<file path="config.mk">
export PLATFORM = sky130hd
export DESIGN_NAME = mem_port_arbiter_flat
export DESIGN_NICKNAME = d
export VERILOG_FILES = /design/src/rtl/mips_pkg.sv /design/src/rtl/mem_port_arbiter_if.sv /design/src/rtl/arb_timeout_counter.sv /design/src/rtl/mem_port_arbiter.sv /design/src/flat_wrapper.sv
export SDC_FILE = /design/constraint.sdc
export NUM_CORES = 1
export LEC_CHECK = 0
export ABC_AREA = 1
export CORE_AREA = 5 5 74 144
export CTS_BUF_LIST = sky130_fd_sc_hd__clkbuf_4 sky130_fd_sc_hd__clkbuf_8
export DETAILED_ROUTE_END_ITERATION = 8
export DIE_AREA = 0 0 79 149
export DONT_BUFFER_PORTS = 1
export PLACE_DENSITY = 0.75
export SYNTH_ARGS = -nofsm -noshare
export SYNTH_HDL_FRONTEND = slang
export SYNTH_SLANG_ARGS = --single-unit
export TNS_END_PERCENT = 20
</file>
<file path="constraint.sdc">
create_clock -name clock__i -period 2.3 [get_ports clock__i]
set_input_delay 0.46 -clock clock__i [delete_from_list [all_inputs] [get_ports clock__i]]
set_output_delay 0.46 -clock clock__i [all_outputs]
set_load 0.005 [all_outputs]
</file>
<file path="src/rtl/mips_pkg.sv">
// Shared types and defaults for the memory-port arbiter.
// Holds the arbiter state encoding and the default abort threshold.
package mips_pkg;

    typedef enum logic [1:0] {
        ST_IDLE     = 2'd0,
        ST_MEM_BUSY = 2'd1,
        ST_IF_BUSY  = 2'd2
    } arb_state_e;

    localparam int TIMEOUT_CYCLES_DEFAULT = 256;

endpackage

</file>
<file path="src/rtl/mem_port_arbiter_if.sv">
// Shared single memory port between the arbiter (master) and memory (slave).
interface mem_port_if;

    logic        PortReq__o;
    logic        PortWe__o;
    logic [31:0] PortAddr__o;
    logic [31:0] PortWData__o;
    logic [31:0] PortRData__i;
    logic        PortAck__i;

    modport master (
        output PortReq__o, PortWe__o, PortAddr__o, PortWData__o,
        input  PortRData__i, PortAck__i
    );

    modport slave (
        input  PortReq__o, PortWe__o, PortAddr__o, PortWData__o,
        output PortRData__i, PortAck__i
    );

endinterface

</file>
<file path="src/rtl/arb_timeout_counter.sv">
// Busy-cycle counter for the arbiter abort path (used only with MEM_ARB_TIMEOUT_EN).
// expired is asserted during the TIMEOUT_CYCLES-th consecutive counting cycle.
module arb_timeout_counter #(
    parameter int TIMEOUT_CYCLES = 256
) (
    input  logic clock__i,
    input  logic reset__i,
    input  logic start,
    input  logic clear,
    output logic expired
);

    localparam logic [15:0] LAST_COUNT = 16'(TIMEOUT_CYCLES - 1);

    logic [15:0] count_q;

    assign expired = start & (count_q == LAST_COUNT);

    always_ff @(posedge clock__i) begin
        if (reset__i || clear) begin
            count_q <= '0;
        end else if (start && !expired) begin
            count_q <= count_q + 16'd1;
        end
    end

endmodule

</file>
<file path="src/rtl/mem_port_arbiter.sv">
// Arbitrates instruction fetch and data access onto one memory port; MEM has priority.
// Optional abort on missing ack is enabled by defining MEM_ARB_TIMEOUT_EN.
module mem_port_arbiter
    import mips_pkg::*;
#(
    parameter int TIMEOUT_CYCLES = TIMEOUT_CYCLES_DEFAULT
) (
    input  logic        clock__i,
    input  logic        reset__i,
    input  logic        IFReq__i,
    input  logic [31:0] IFAddr__i,
    input  logic        MemRead__i,
    input  logic        MemWrite__i,
    input  logic [31:0] MemAddr__i,
    input  logic [31:0] MemWriteData__i,
    output logic [31:0] IFData__o,
    output logic        IFValid__o,
    output logic [31:0] MemData__o,
    output logic        MemValid__o,
    output logic        Stall__o,
    output logic        Timeout__o,
    mem_port_if.master  port
);

    if (TIMEOUT_CYCLES < 2 || TIMEOUT_CYCLES > 65535) begin : g_bad_timeout
        $error("mem_port_arbiter: TIMEOUT_CYCLES must be within 2..65535");
    end

    arb_state_e state_q, state_d;
    logic       mem_done_q, if_done_q;
    logic       mem_pend, if_pend, stall;
    logic       busy, acked, aborted, finish;
    logic       grant_mem, grant_if;
    logic       timeout_q;

    // Done flags mask a request already served until the pipeline advances.
    assign mem_pend = (MemRead__i | MemWrite__i) & ~mem_done_q;
    assign if_pend  = IFReq__i & ~if_done_q;
    assign stall    = mem_pend | if_pend;
    assign Stall__o = stall;

    assign busy   = (state_q != ST_IDLE);
    assign acked  = busy & port.PortAck__i;
    assign finish = acked | aborted;

`ifdef MEM_ARB_TIMEOUT_EN
    logic expired;

    arb_timeout_counter #(
        .TIMEOUT_CYCLES(TIMEOUT_CYCLES)
    ) u_timeout (
        .clock__i (clock__i),
        .reset__i (reset__i),
        .start    (busy),
        .clear    (~busy),
        .expired  (expired)
    );

    // A real ack in the expiry cycle still wins.
    assign aborted = expired & ~port.PortAck__i;

    always_ff @(posedge clock__i) begin
        if (reset__i) begin
            timeout_q <= 1'b0;
        end else if (aborted) begin
            timeout_q <= 1'b1;
        end
    end
`else
    assign aborted   = 1'b0;
    assign timeout_q = 1'b0;
`endif

    assign Timeout__o = timeout_q;

    always_ff @(posedge clock__i) begin
        if (reset__i) begin
            state_q <= ST_IDLE;
        end else begin
            state_q <= state_d;
        end
    end

    always_comb begin
        state_d   = state_q;
        grant_mem = 1'b0;
        grant_if  = 1'b0;
        case (state_q)
            ST_IDLE: begin
                if (mem_pend) begin
                    state_d   = ST_MEM_BUSY;
                    grant_mem = 1'b1;
                end else if (if_pend) begin
                    state_d  = ST_IF_BUSY;
                    grant_if = 1'b1;
                end
            end
            ST_MEM_BUSY, ST_IF_BUSY: begin
                if (finish) state_d = ST_IDLE;
            end
            default: state_d = ST_IDLE;
        endcase
    end

    always_ff @(posedge clock__i) begin
        if (reset__i) begin
            port.PortReq__o   <= 1'b0;
            port.PortWe__o    <= 1'b0;
            port.PortAddr__o  <= '0;
            port.PortWData__o <= '0;
            MemData__o        <= '0;
            MemValid__o       <= 1'b0;
            IFData__o         <= '0;
            IFValid__o        <= 1'b0;
            mem_done_q        <= 1'b0;
            if_done_q         <= 1'b0;
        end else begin
            MemValid__o <= 1'b0;
            IFValid__o  <= 1'b0;
            mem_done_q  <= stall & mem_done_q;
            if_done_q   <= stall & if_done_q;

            if (grant_mem) begin
                port.PortReq__o   <= 1'b1;
                port.PortWe__o    <= MemWrite__i;
                port.PortAddr__o  <= MemAddr__i;
                port.PortWData__o <= MemWriteData__i;
            end else if (grant_if) begin
                port.PortReq__o   <= 1'b1;
                port.PortWe__o    <= 1'b0;
                port.PortAddr__o  <= IFAddr__i;
                port.PortWData__o <= '0;
            end else if (finish) begin
                port.PortReq__o <= 1'b0;
            end

            // An aborted access completes with zero data.
            if (finish && state_q == ST_MEM_BUSY) begin
                MemValid__o <= 1'b1;
                mem_done_q  <= stall;
                if (!port.PortWe__o) MemData__o <= acked ? port.PortRData__i : '0;
            end
            if (finish && state_q == ST_IF_BUSY) begin
                IFValid__o <= 1'b1;
                if_done_q  <= stall;
                IFData__o  <= acked ? port.PortRData__i : '0;
            end
        end
    end

endmodule

</file>
<file path="src/flat_wrapper.sv">
// flat-port wrapper written by rule: the top's interface ports become plain ports
module mem_port_arbiter_flat import mips_pkg::*;
#(
    parameter int TIMEOUT_CYCLES = TIMEOUT_CYCLES_DEFAULT
)
  (clock__i, reset__i, IFReq__i, IFAddr__i, MemRead__i, MemWrite__i, MemAddr__i, MemWriteData__i, IFData__o, IFValid__o, MemData__o, MemValid__o, Stall__o, Timeout__o, port_PortReq__o, port_PortWe__o, port_PortAddr__o, port_PortWData__o, port_PortRData__i, port_PortAck__i);
  mem_port_if port_i ();
  input  logic clock__i;
  input  logic reset__i;
  input  logic IFReq__i;
  input  logic [31:0] IFAddr__i;
  input  logic MemRead__i;
  input  logic MemWrite__i;
  input  logic [31:0] MemAddr__i;
  input  logic [31:0] MemWriteData__i;
  output logic [31:0] IFData__o;
  output logic IFValid__o;
  output logic [31:0] MemData__o;
  output logic MemValid__o;
  output logic Stall__o;
  output logic Timeout__o;
  output wire logic [$bits(port_i.PortReq__o)-1:0] port_PortReq__o;
  output wire logic [$bits(port_i.PortWe__o)-1:0] port_PortWe__o;
  output wire logic [$bits(port_i.PortAddr__o)-1:0] port_PortAddr__o;
  output wire logic [$bits(port_i.PortWData__o)-1:0] port_PortWData__o;
  input wire logic [$bits(port_i.PortRData__i)-1:0] port_PortRData__i;
  input wire logic [$bits(port_i.PortAck__i)-1:0] port_PortAck__i;
  assign port_PortReq__o = port_i.PortReq__o;
  assign port_PortWe__o = port_i.PortWe__o;
  assign port_PortAddr__o = port_i.PortAddr__o;
  assign port_PortWData__o = port_i.PortWData__o;
  assign port_i.PortRData__i = port_PortRData__i;
  assign port_i.PortAck__i = port_PortAck__i;
  mem_port_arbiter #(.TIMEOUT_CYCLES(TIMEOUT_CYCLES)) u_core (.clock__i(clock__i), .reset__i(reset__i), .IFReq__i(IFReq__i), .IFAddr__i(IFAddr__i), .MemRead__i(MemRead__i), .MemWrite__i(MemWrite__i), .MemAddr__i(MemAddr__i), .MemWriteData__i(MemWriteData__i), .IFData__o(IFData__o), .IFValid__o(IFValid__o), .MemData__o(MemData__o), .MemValid__o(MemValid__o), .Stall__o(Stall__o), .Timeout__o(Timeout__o), .port(port_i));
endmodule
</file>
==> impl_metrics.csv <==
group,metric,value,unit
finish,seqCellArea,0.00272,mm2
clock_tree,root_buffer,"clkbuf_8",
floorplan,die_w,79,um
setup_path,arrival,2.32,ns
finish,area_delta_synth_final,6.91,%
floorplan,rows,50,
yosys,yosys-top-cells-area,"dfxtp_1, nand2_1, nor2_1, inv_1, a21oi_1",
yosys,ys_async_sr_fraction,0,%
yosys,syn_area,0.00554,mm2
setup_path,critical-path-max-stage-delay,0.37,ns
floorplan,start_util,59.4,%
clock_tree,cts_setup_buffers,0,
finish,multiInputGateArea,0.00216,mm2
clock_tree,cts_resized,0,
timing,skew,0.00885,ns
route,drt_iter0_drc,184,
setup_path,critPathCaptureType,"register",
global_routing,grt_max_degree,63,
floorplan,die_h,149,um
setup_path,crit_path_start_kind,"register",
placed_design,postPlaceCellArea,0.00557,mm2
route,drt-total-wl,14000,um
placed_design,gp_congestion,0.802,
placed_design,dp_hpwl,10500,um
timing,finalHoldWorstSlack,0.102,ns
route,wire_per_inst,15.4,um
finish,antenna_cells,0,
global_routing,antenna_found_initial,0,
clock_tree,cts_tree,"done",
timing,tightest_slew,0.507,ns
yosys,synth_seq_cells,136,
route,viasPerCell,5.27,
yosys,ys.flop_type,"dfxtp_1",
finish,fin_nets,929,
clock_tree,htreeDepth,4,
route,via_count,4789,
clock_tree,cts.clk_slew.worst_paths,0.08,ns
global_routing,grt_pass1_vias,4600,
timing,max_freq,509,MHz
placed_design,numPortBuffers,0,
yosys,synth_nets,943,
clock_tree,clock_latency,0.42,ns
setup_path,critPathBufInv,5,
setup_path,path_delay_family,"buffers and inverters",
yosys,yosysMostFrequentCell,"nand2_1",
min_path,holdPathStages,1,
yosys,synth_edf_count,0,
finish,fin_util,63.6,%
timing,setup_viol,0,
setup_path,required,2.65,ns
setup_path,reg2reg_slack,0.33,ns
timing,period_share,85.4,%
yosys,yosysSeqAreaShare,49.1,%
timing,finalSetupTns,0,ns
finish,design_area,0.00592,mm2
timing,finalHoldViolations,0,
route,drc_errors,0,
yosys,synth_top_cell_by_area,"dfxtp_1",
global_routing,grt_first_pass_wirelength,22100,um
global_routing,grt_overflow_total,0,
yosys,syn_area_per_cell,6.88,um2
yosys,synth_cell_type_count,18,
min_path,hold_start,"reset__i",
timing,finalMaxSlewViolations,0,
yosys,synth_commonest_cells,"nand2_1, dfxtp_1, nor2_1, inv_1, a21oi_1",
power_and_ir_drop,p_leak,2.92,nW
clock_tree,clockBufferDepth,2,
min_path,holdPathEnd,"u_core.port.PortWData__o[9]",
yosys,synth_top_area_share,49.1,%
setup_path,r2r_cells,10,
timing,relSlewSlack,66.2,%
finish,fillers,849,
power_and_ir_drop,finalPower,7.20,mW
setup_path,worstReg2RegStart,"u_core.state_q[0]",
status,status,"finished, final reports clean",
route,firstDrtPassIters,4,
timing,rsz0062_at_grt,"no",
floorplan,coreArea,0.00932,mm2
yosys,synthCells,806,
clock_tree,cts.sinks,136,
setup_path,cp_common_cell,"inv_2",
clock_tree,cts_hold_buffers,0,
flow_run,drv_cap,0,
power_and_ir_drop,ir_worst_vdd,0.976,mV
power_and_ir_drop,power_density,1220,mW/mm2
timing,fin_crit,1.97,ns
global_routing,track_usage,23.5,%
setup_path,crit_chain,"inv_1 -> ha_1 -> inv_2 -> nand2_1 -> inv_2 -> nand3b_2 -> inv_2 -> buf_4 -> nor2_1 -> nor2_1",
clock_tree,cts_buffers,17,
floorplan,pin_count,268,
setup_path,crit_slowest_cell,"dfxtp_1",
floorplan,fp.dieArea,0.0118,mm2
yosys,yosys_warnings,0,
finish,drive_gt1_share,7.21,%
setup_path,regToRegEndpoint,"u_core.MemData__o[2]",
route,antenna_left,0,
setup_path,crit_fanout,32,
min_path,hold_path.class,"in -> reg",
setup_path,path_class,"reg -> reg",
## layout by cell type, fill, tap and decap left out, types with 3 or more instances in the layout
cell type / Yosys / routed
nand2_2: 4 / 4
inv_2: 7 / 7
a21oi_1: 71 / 71
nand3_1: 28 / 28
clkbuf_8: 0 / 20
nand2_1: 259 / 259
buf_12: 0 / 4
inv_6: 0 / 3
clkinvlp_4: 0 / 3
nor2_1: 109 / 109
ha_1: 3 / 3
inv_1: 101 / 101
dfxtp_1: 136 / 136
buf_4: 8 / 8
o21ai_0: 38 / 38
## area by class of cell
class	instances	share of cell area, %
Timing Repair Buffer	12	2.37
Clock inverter	9	1.14
Clock buffer	22	4.90
Inverter	110	7.05
Multi-Input combinational cell	515	36.4
Sequential cell	136	46.0
Tap cell	104	2.20
## through the flow
| step | setup slack, ns | cells |
|---|---|---|
| 2_1_floorplan | 0.856 | 806 |
| 3_3_place_gp | 0.492 | 877 |
| 3_5_place_dp | 0.362 | 877 |
| 4_1_cts | 0.349 | 908 |
| 5_1_grt | 0.158 | 908 |
| 6_report | 0.335 | 908 |
## flip-flops by register name, indices dropped and copies added (netlist names)
name and count:
u_core.IFData__o 32, u_core.port.PortAddr__o 32, u_core.IFValid__o 1, u_core.if_done_q 1, u_core.port.PortWe__o 1, u_core.state_q 2, u_core.mem_done_q 1, u_core.port.PortWData__o 32
u_core.MemValid__o 1, u_core.MemData__o 32, u_core.port.PortReq__o 1
## worst max-delay path by stage
stage | start | end | slack (ns) | depth (start not counted)
6_report | u_core.state_q[0] | u_core.MemData__o[2] | 0.33 | 10
2_1_floorplan | u_core.state_q[0] | u_core.MemData__o[10] | 0.86 | 9
3_3_place_gp | u_core.state_q[0] | u_core.MemData__o[8] | 0.49 | 10
5_1_grt | u_core.state_q[0] | u_core.MemData__o[28] | 0.16 | 10
3_5_place_dp | u_core.state_q[0] | u_core.MemData__o[16] | 0.36 | 10
4_1_cts | u_core.state_q[0] | u_core.MemData__o[16] | 0.35 | 10
## power by group
group	total (mW)	internal [mW]	leakage [nW]	switching, mW
registers	3.28	2.85	1.11	0.427
clock network	1.75	0.859	0.179	0.892
logic	2.17	0.765	1.63	1.41
## cell families (layout without fill, tap and decap cells)
| logic type | after synthesis | after routing | synth area share, % |
|---|---|---|---|
| adders and majority gates | 3 | 3 | 0.677 |
| other | 1 | 1 | 0.0677 |
| AOI/OAI and AO/OA | 109 | 109 | 9.84 |
| DFF | 136 | 136 | 49.1 |
| buffers and inverters | 155 | 153 | 12.0 |
| and+or+nand+nor | 402 | 402 | 28.3 |
## routing by layer
metal | global-route usage [%] | wire (um) | up-vias
li1 | - | - | 2393
met1 | 24.2 | 4850 | 2152
met4 | 10.2 | 364 | 0
met5 | 0 | 0 | -
met3 | 9.31 | 1370 | 28
met2 | 41.2 | 7400 | 216
No activity file was read; power rests on OpenSTA's default activity.
